<file path="src/rtl/bf16_divide.sv">
// bfloat16 divider: special operands resolve in one step, normal operands go through
// a 9-cycle restoring divide, one normalise cycle, then wait in DONE for the consumer.
module bf16_divide (
  input  logic        clk,
  input  logic        rst,
  input  logic        in_valid,
  output logic        in_ready,
  input  logic [15:0] A,
  input  logic [15:0] B,
  output logic        out_valid,
  input  logic        out_ready,
  output logic [15:0] q,
  output logic        overflow,
  output logic        underflow,
  output logic        invalid,
  output logic        inexact,
  output logic        div_by_zero,
  output logic        sNaN,
  output logic        qNaN,
  output logic        normal,
  output logic        inf,
  output logic        zero
);

  localparam int F_OVF  = 9;
  localparam int F_UNF  = 8;
  localparam int F_INV  = 7;
  localparam int F_INX  = 6;
  localparam int F_DBZ  = 5;
  localparam int F_QNAN = 3;
  localparam int F_NORM = 2;
  localparam int F_INF  = 1;
  localparam int F_ZERO = 0;

  typedef enum logic [1:0] {IDLE, DIVIDE, NORM, DONE} state_t;

  state_t      state_q, state_d;
  logic [7:0]  a_exp_q, b_exp_q;
  logic [7:0]  b_sig_q;
  logic        sign_q;
  logic [8:0]  rem_q;
  logic [8:0]  quo_q;
  logic [3:0]  cnt_q;
  logic [15:0] res_q;
  logic [9:0]  flags_q;

  logic accept;
  assign accept = in_valid & in_ready;

  // Operand classification straight from the inputs; subnormals count as zero.
  logic a_nan, a_snan, a_inf, a_zero, b_nan, b_snan, b_inf, b_zero, sign_in;
  assign a_nan   = (A[14:7] == 8'hFF) && (A[6:0] != 7'd0);
  assign b_nan   = (B[14:7] == 8'hFF) && (B[6:0] != 7'd0);
  assign a_snan  = a_nan && !A[6];
  assign b_snan  = b_nan && !B[6];
  assign a_inf   = (A[14:7] == 8'hFF) && (A[6:0] == 7'd0);
  assign b_inf   = (B[14:7] == 8'hFF) && (B[6:0] == 7'd0);
  assign a_zero  = (A[14:7] == 8'h00);
  assign b_zero  = (B[14:7] == 8'h00);
  assign sign_in = A[15] ^ B[15];

  logic        spec_hit;
  logic [15:0] spec_res;
  logic [9:0]  spec_flags;

  always_comb begin
    spec_hit   = 1'b1;
    spec_res   = 16'h0000;
    spec_flags = 10'd0;
    if (a_snan) begin
      spec_res = A | 16'h0040;
      spec_flags[F_QNAN] = 1'b1;
      spec_flags[F_INV]  = 1'b1;
    end else if (b_snan) begin
      spec_res = B | 16'h0040;
      spec_flags[F_QNAN] = 1'b1;
      spec_flags[F_INV]  = 1'b1;
    end else if (a_nan) begin
      spec_res = A;
      spec_flags[F_QNAN] = 1'b1;
    end else if (b_nan) begin
      spec_res = B;
      spec_flags[F_QNAN] = 1'b1;
    end else if ((a_inf && b_inf) || (a_zero && b_zero)) begin
      spec_res = 16'h7FC0;
      spec_flags[F_QNAN] = 1'b1;
      spec_flags[F_INV]  = 1'b1;
    end else if (a_inf) begin
      spec_res = {sign_in, 8'hFF, 7'd0};
      spec_flags[F_INF] = 1'b1;
    end else if (b_inf) begin
      spec_res = {sign_in, 15'd0};
      spec_flags[F_ZERO] = 1'b1;
    end else if (b_zero) begin
      spec_res = {sign_in, 8'hFF, 7'd0};
      spec_flags[F_INF] = 1'b1;
      spec_flags[F_DBZ] = 1'b1;
    end else if (a_zero) begin
      spec_res = {sign_in, 15'd0};
      spec_flags[F_ZERO] = 1'b1;
    end else begin
      spec_hit = 1'b0;
    end
  end

  // One restoring step; the subtracted remainder is below b_sig so the shift cannot overflow.
  logic       step_bit;
  logic [8:0] rem_sub, rem_step;
  assign step_bit = (rem_q >= {1'b0, b_sig_q});
  assign rem_sub  = step_bit ? (rem_q - {1'b0, b_sig_q}) : rem_q;
  assign rem_step = {rem_sub[7:0], 1'b0};

  logic signed [9:0] exp_bias, exp_e;
  logic [7:0]        norm_sig;
  logic              norm_lost;
  logic [15:0]       norm_res;
  logic [9:0]        norm_flags;

  always_comb begin
    exp_bias   = quo_q[8] ? 10'sd127 : 10'sd126;
    exp_e      = $signed({2'b00, a_exp_q}) - $signed({2'b00, b_exp_q}) + exp_bias;
    norm_sig   = quo_q[8] ? quo_q[8:1] : quo_q[7:0];
    norm_lost  = (quo_q[8] && quo_q[0]) || (rem_q != 9'd0);
    norm_res   = 16'h0000;
    norm_flags = 10'd0;
    if (exp_e >= 10'sd255) begin
      norm_res = {sign_q, 8'hFF, 7'd0};
      norm_flags[F_INF] = 1'b1;
      norm_flags[F_OVF] = 1'b1;
      norm_flags[F_INX] = 1'b1;
    end else if (exp_e <= 10'sd0) begin
      norm_res = {sign_q, 15'd0};
      norm_flags[F_ZERO] = 1'b1;
      norm_flags[F_UNF]  = 1'b1;
      norm_flags[F_INX]  = 1'b1;
    end else begin
      norm_res = {sign_q, exp_e[7:0], norm_sig[6:0]};
      norm_flags[F_NORM] = 1'b1;
      norm_flags[F_INX]  = norm_lost;
    end
  end

  always_ff @(posedge clk or posedge rst) begin
    if (rst) state_q <= IDLE;
    else     state_q <= state_d;
  end

  always_comb begin
    state_d = state_q;
    case (state_q)
      IDLE:    if (accept) state_d = spec_hit ? DONE : DIVIDE;
      DIVIDE:  if (cnt_q == 4'd8) state_d = NORM;
      NORM:    state_d = DONE;
      DONE:    if (out_ready) state_d = IDLE;
      default: state_d = IDLE;
    endcase
  end

  always_comb begin
    in_ready  = (state_q == IDLE) && !rst;
    out_valid = (state_q == DONE);
  end

  always_ff @(posedge clk or posedge rst) begin
    if (rst) begin
      a_exp_q <= 8'd0;
      b_exp_q <= 8'd0;
      b_sig_q <= 8'd0;
      sign_q  <= 1'b0;
      rem_q   <= 9'd0;
      quo_q   <= 9'd0;
      cnt_q   <= 4'd0;
      res_q   <= 16'h0000;
      flags_q <= 10'd0;
    end else begin
      case (state_q)
        IDLE: if (accept) begin
          a_exp_q <= A[14:7];
          b_exp_q <= B[14:7];
          b_sig_q <= {1'b1, B[6:0]};
          sign_q  <= sign_in;
          rem_q   <= {2'b01, A[6:0]};
          quo_q   <= 9'd0;
          cnt_q   <= 4'd0;
          if (spec_hit) begin
            res_q   <= spec_res;
            flags_q <= spec_flags;
          end
        end
        DIVIDE: begin
          rem_q <= rem_step;
          quo_q <= {quo_q[7:0], step_bit};
          cnt_q <= cnt_q + 4'd1;
        end
        NORM: begin
          res_q   <= norm_res;
          flags_q <= norm_flags;
        end
        default: ;
      endcase
    end
  end

  assign q = res_q;
  assign {overflow, underflow, invalid, inexact, div_by_zero,
          sNaN, qNaN, normal, inf, zero} = flags_q;

endmodule

</file>
<file path="config.mk">
export PLATFORM = sky130hd
export DESIGN_NAME = bf16_divide
export DESIGN_NICKNAME = d
export VERILOG_FILES = /design/src/rtl/bf16_divide.sv
export SDC_FILE = /design/constraint.sdc
export NUM_CORES = 1
export LEC_CHECK = 0
export BUFFER_PORTS_ARGS = -buffer_cell sky130_fd_sc_hd__buf_4
export CAP_MARGIN = 20
export CELL_PAD_IN_SITES_DETAIL_PLACEMENT = 0
export CELL_PAD_IN_SITES_GLOBAL_PLACEMENT = 1
export CORE_MARGIN = 3
export CORE_UTILIZATION = 41
export CTS_CLUSTER_DIAMETER = 30
export DETAILED_ROUTE_END_ITERATION = 10
export PLACE_DENSITY = 0.85
export SLEW_MARGIN = 30
export SYNTH_ARGS = -nofsm -noshare
export SYNTH_HDL_FRONTEND = slang
export SYNTH_SLANG_ARGS = --single-unit
</file>
<file path="constraint.sdc">
create_clock -name clk -period 2.8 [get_ports clk]
set_input_delay 0.28 -clock clk [delete_from_list [all_inputs] [get_ports clk]]
set_output_delay 0.28 -clock clk [all_outputs]
set_load 0.02 [all_outputs]
</file>
==> metrics.md <==
| Metric | Value |
|---|---|
| Mapped Cells | `498` |
| Vias in the first global route | `between 4k and 5k` |
| Yosys reg bits | `between 70 and 80` |
| CP required | `~3000 ps` |
| Ant diodes | `0` |
| Finish-stage setup viols | `13` |
| Most used DFF post-synth | `dfrtp_1` |
| Failing checks | `negative setup slack` |
| Hold Path Class | `input port to async pin` |
| Overflow after GRT | `0` |
| Cell Count, Final, Fillers Out | `between 700 and 800` |
| Sink Count | `74` |
| Area grow syn2layout | `31.1%` |
| Fillers | `between 900 and 1k` |
| Io pins | `64` |
| Final Hold Viols | `0` |
| Pin count of the biggest net entering global routing | `39` |
| Routed Wire Length | `around 13000 um` |
| YS warnings | `0` |
| Initial DRC count | `between 200 and 250` |
| MaxCap Viol Count | `0` |
| # rows | `38` |
| Clock Latency Late Sink | `about 330 ps` |
| Dominant cell type by area after synthesis | `dfrtp_1` |
| Slew Limit Fails | `0` |
| Critical path's largest stage delay | `550 ps` |
| CP bufs+invs | `2` |
| TritonCTS clock tree | `done` |
| First-pass DRT Iterations | `4` |
| Mapped Area | `around 4800 um^2` |
| Root Buffer | `clkbuf_16` |
| Die X | `about 110 um` |
| Placed insts | `approximately 720` |
| Status | `finished, violations left` |
| Post-synth EDFFs | `0` |
| First-pass GRT wire length | `20600 um` |
| GPL Wtd Cong | `0.895` |
| Final core utilization | `a little under three fifths` |
| Max Clock Skew | `between 9 and 10 ps` |
| Critical path data arrival time | `3080 ps` |
| Critical path's most frequent cell | `nand4_4` |
| Setup crit end kind | `flop` |
| Placeable Area | `between 10000 and 15000 um^2` |
| Slowest-stage cell, CP | `or4b_4` |
| Relative slew slack | `47.4%` |
| Actual slew at the worst max-slew pin | `787 ps` |
| Max Freq | `between 300 and 400 MHz` |
| Setup crit start kind | `flop` |
| Initial antenna violation count | `0` |
| Avg Inst Size Synth | `around 9.6 um^2` |
| Initial Util | `43.0%` |
| GRT Resource Usage Total | `19.9%` |
| WL/cell | `~17 um` |
| Post-synth top cells | `74 x dfrtp_1, 38 x o21ai_0, 36 x a21oi_1, 36 x inv_1` |
| H-tree depth | `3` |
| Post-synth top area share | `about two fifths` |
| Post-synth ARST share | `between 90% and 100%` |
| Nets@finish | `around 660` |
| Die H | `between 100 and 150 um` |
| Synth cell types | `71` |
| Setup slack after placement | `-164 ps` |
| Number of buffers added on ports | `between 60 and 70` |
| Top cells by area, synth | `dfrtp_1 39%, ha_1 6.6%, mux2_2 5.7%, o21ai_0 4.0%, a21oi_1 3.8%` |
| Vias/cell | `around 5.6` |
| Vias | `4178` |
| Fin worst setup slack | `-67.3 ps` |
| Clock Tree Buf Depth | `2` |
| Crit Path Max Fanout | `8` |
| Post-cts hold buffer count | `0` |
| RSZ-0062 raised after global routing | `yes` |
| Final ANT Viol Nets | `0` |
| Period utilization | `102%` |
| Tmin final | `around 2900 ps` |
| Crit Path Class | `flop to flop` |
| Worst-path clk slew | `about 60 ps` |
| Die area | `between 10000 and 15000 um^2` |
| Sequential area share after synthesis | `around 39%` |
| Critical path, cell by cell | `inv_1 -> ha_2 -> inv_2 -> fa_2 -> a21oi_2 -> nand4b_1 -> and3b_2 -> o21ai_4 -> or4b_4 -> nand3_4 -> nand4_4 -> nand4_4 -> o21ai_2` |
| Proportion of layout cells with a drive suffix above 1 | `34.9%` |
| Cell family with most CP delay | `simple AND/OR/NAND/NOR gates` |
| DRC errors left | `0` |
| Cts bufs inserted | `9` |
| DP Wirelength | `approximately 9600 um` |
| Count leader, synth | `dfrtp_1` |
| Syn nets | `561` |
[sequential cells by signal, indices dropped and copies added, names as in the netlist]
signal / flops
b_sig_q: 8
q: 16
rem_q: 9
sign_q: 1
state_q: 2
flags_q: 9
a_exp_q: 8
quo_q: 9
cnt_q: 4
b_exp_q: 8
[metrics by stage]
step	instance area, um^2	setup TNS [ps]	hold slack, ps
finish	6250	-414	108
floorplan	4770	0	418
global placement	5590	-1480	434
global route	6250	-2970	164
detailed placement	5590	-2440	441
CTS	6040	-147	128
[metal layers]
metal  vias up  part of all wire, %  GRT usage (%)
li1       2031                    -              -
met1      2059                   43           24.9
met2        73                   51           35.4
met3        15                  4.3           3.87
met4         0                  1.2           5.30
met5         -                    0              0
[cells by family (layout without fill, tap and decap cells)]
kind of cell / Yosys count / count (layout) / share of synthesized area [%]
XOR/XNOR: 9 / 9 / 1.97
multiplexers: 37 / 37 / 8.41
buffers and inverters: 55 / 162 / 4.81
flip-flops: 74 / 74 / 38.9
other: 1 / 1 / 0.0787
AO/OA/AOI/OAI: 155 / 155 / 22.6
AND/OR/NAND/NOR: 140 / 140 / 15.9
adder cells (fa/ha/maj): 27 / 27 / 7.41
[final timing paths]
path,start,to,slack [ps],cells past startpoint
hold / removal,rst,cnt_q[2]$_DFFE_PP0P_,110,2
max in group asynchronous,rst,b_sig_q[3]$_DFFE_PP0P_,2000,3
min in group clk,B[11],b_exp_q[4]$_DFFE_PP0P_,190,2
hold reg to reg,b_sig_q[7]$_DFFE_PP0P_,b_sig_q[7]$_DFFE_PP0P_,450,2
setup reg to reg,a_exp_q[0]$_DFFE_PP0P_,q[1]$_DFFE_PP0P_,-70,13
setup / recovery,a_exp_q[0]$_DFFE_PP0P_,q[1]$_DFFE_PP0P_,-70,13
[cell usage in the layout (no fill, tap or decap), types with 9 or more instances in the layout]
| master | synthesis | final |
|---|---|---|
| buf_4 | 1 | 103 |
| dfrtp_1 | 74 | 74 |
| a21oi_1 | 36 | 35 |
| inv_1 | 36 | 33 |
| o21ai_0 | 38 | 31 |
| nand2_1 | 31 | 30 |
| nor2_1 | 31 | 28 |
| mux2_2 | 24 | 24 |
| ha_1 | 25 | 22 |
| mux2i_1 | 13 | 12 |
| a22o_1 | 11 | 11 |
| nand2b_1 | 11 | 11 |
| o21ai_2 | 7 | 10 |
| and3_1 | 11 | 9 |
| clkbuf_16 | 0 | 9 |
[layout make-up]
type / count / area (um^2) / area share (%)
timing repair buffer: 111 / 872 / 14.0
sequential: 74 / 1850 / 29.6
multi-input combinational: 369 / 2930 / 46.8
clock buffer: 12 / 246 / 3.95
clock inverter: 3 / 40.0 / 0.641
inverter: 36 / 135 / 2.16
tap: 140 / 175 / 2.80
[timing repair]
item	4_1_cts	5_1_grt
setup buffers	7	8
pin swaps	34	23
setup endpoints to repair	19	31
gates resized for setup	33	31
[worst reg2reg max path, stage by stage, from the launching register on]
cell      delay [ps]
dfrtp_1          380
inv_1             60
ha_2             170
inv_2             40
fa_2             340
a21oi_2          170
nand4b_1         180
and3b_2          240
o21ai_4          100
or4b_4           550
nand3_4          110
nand4_4          100
nand4_4          220
o21ai_2           90
Power is left out: the tool's default activity adds up to more than one toggle a clock period on the data nets, which glitch-free logic cannot reach.
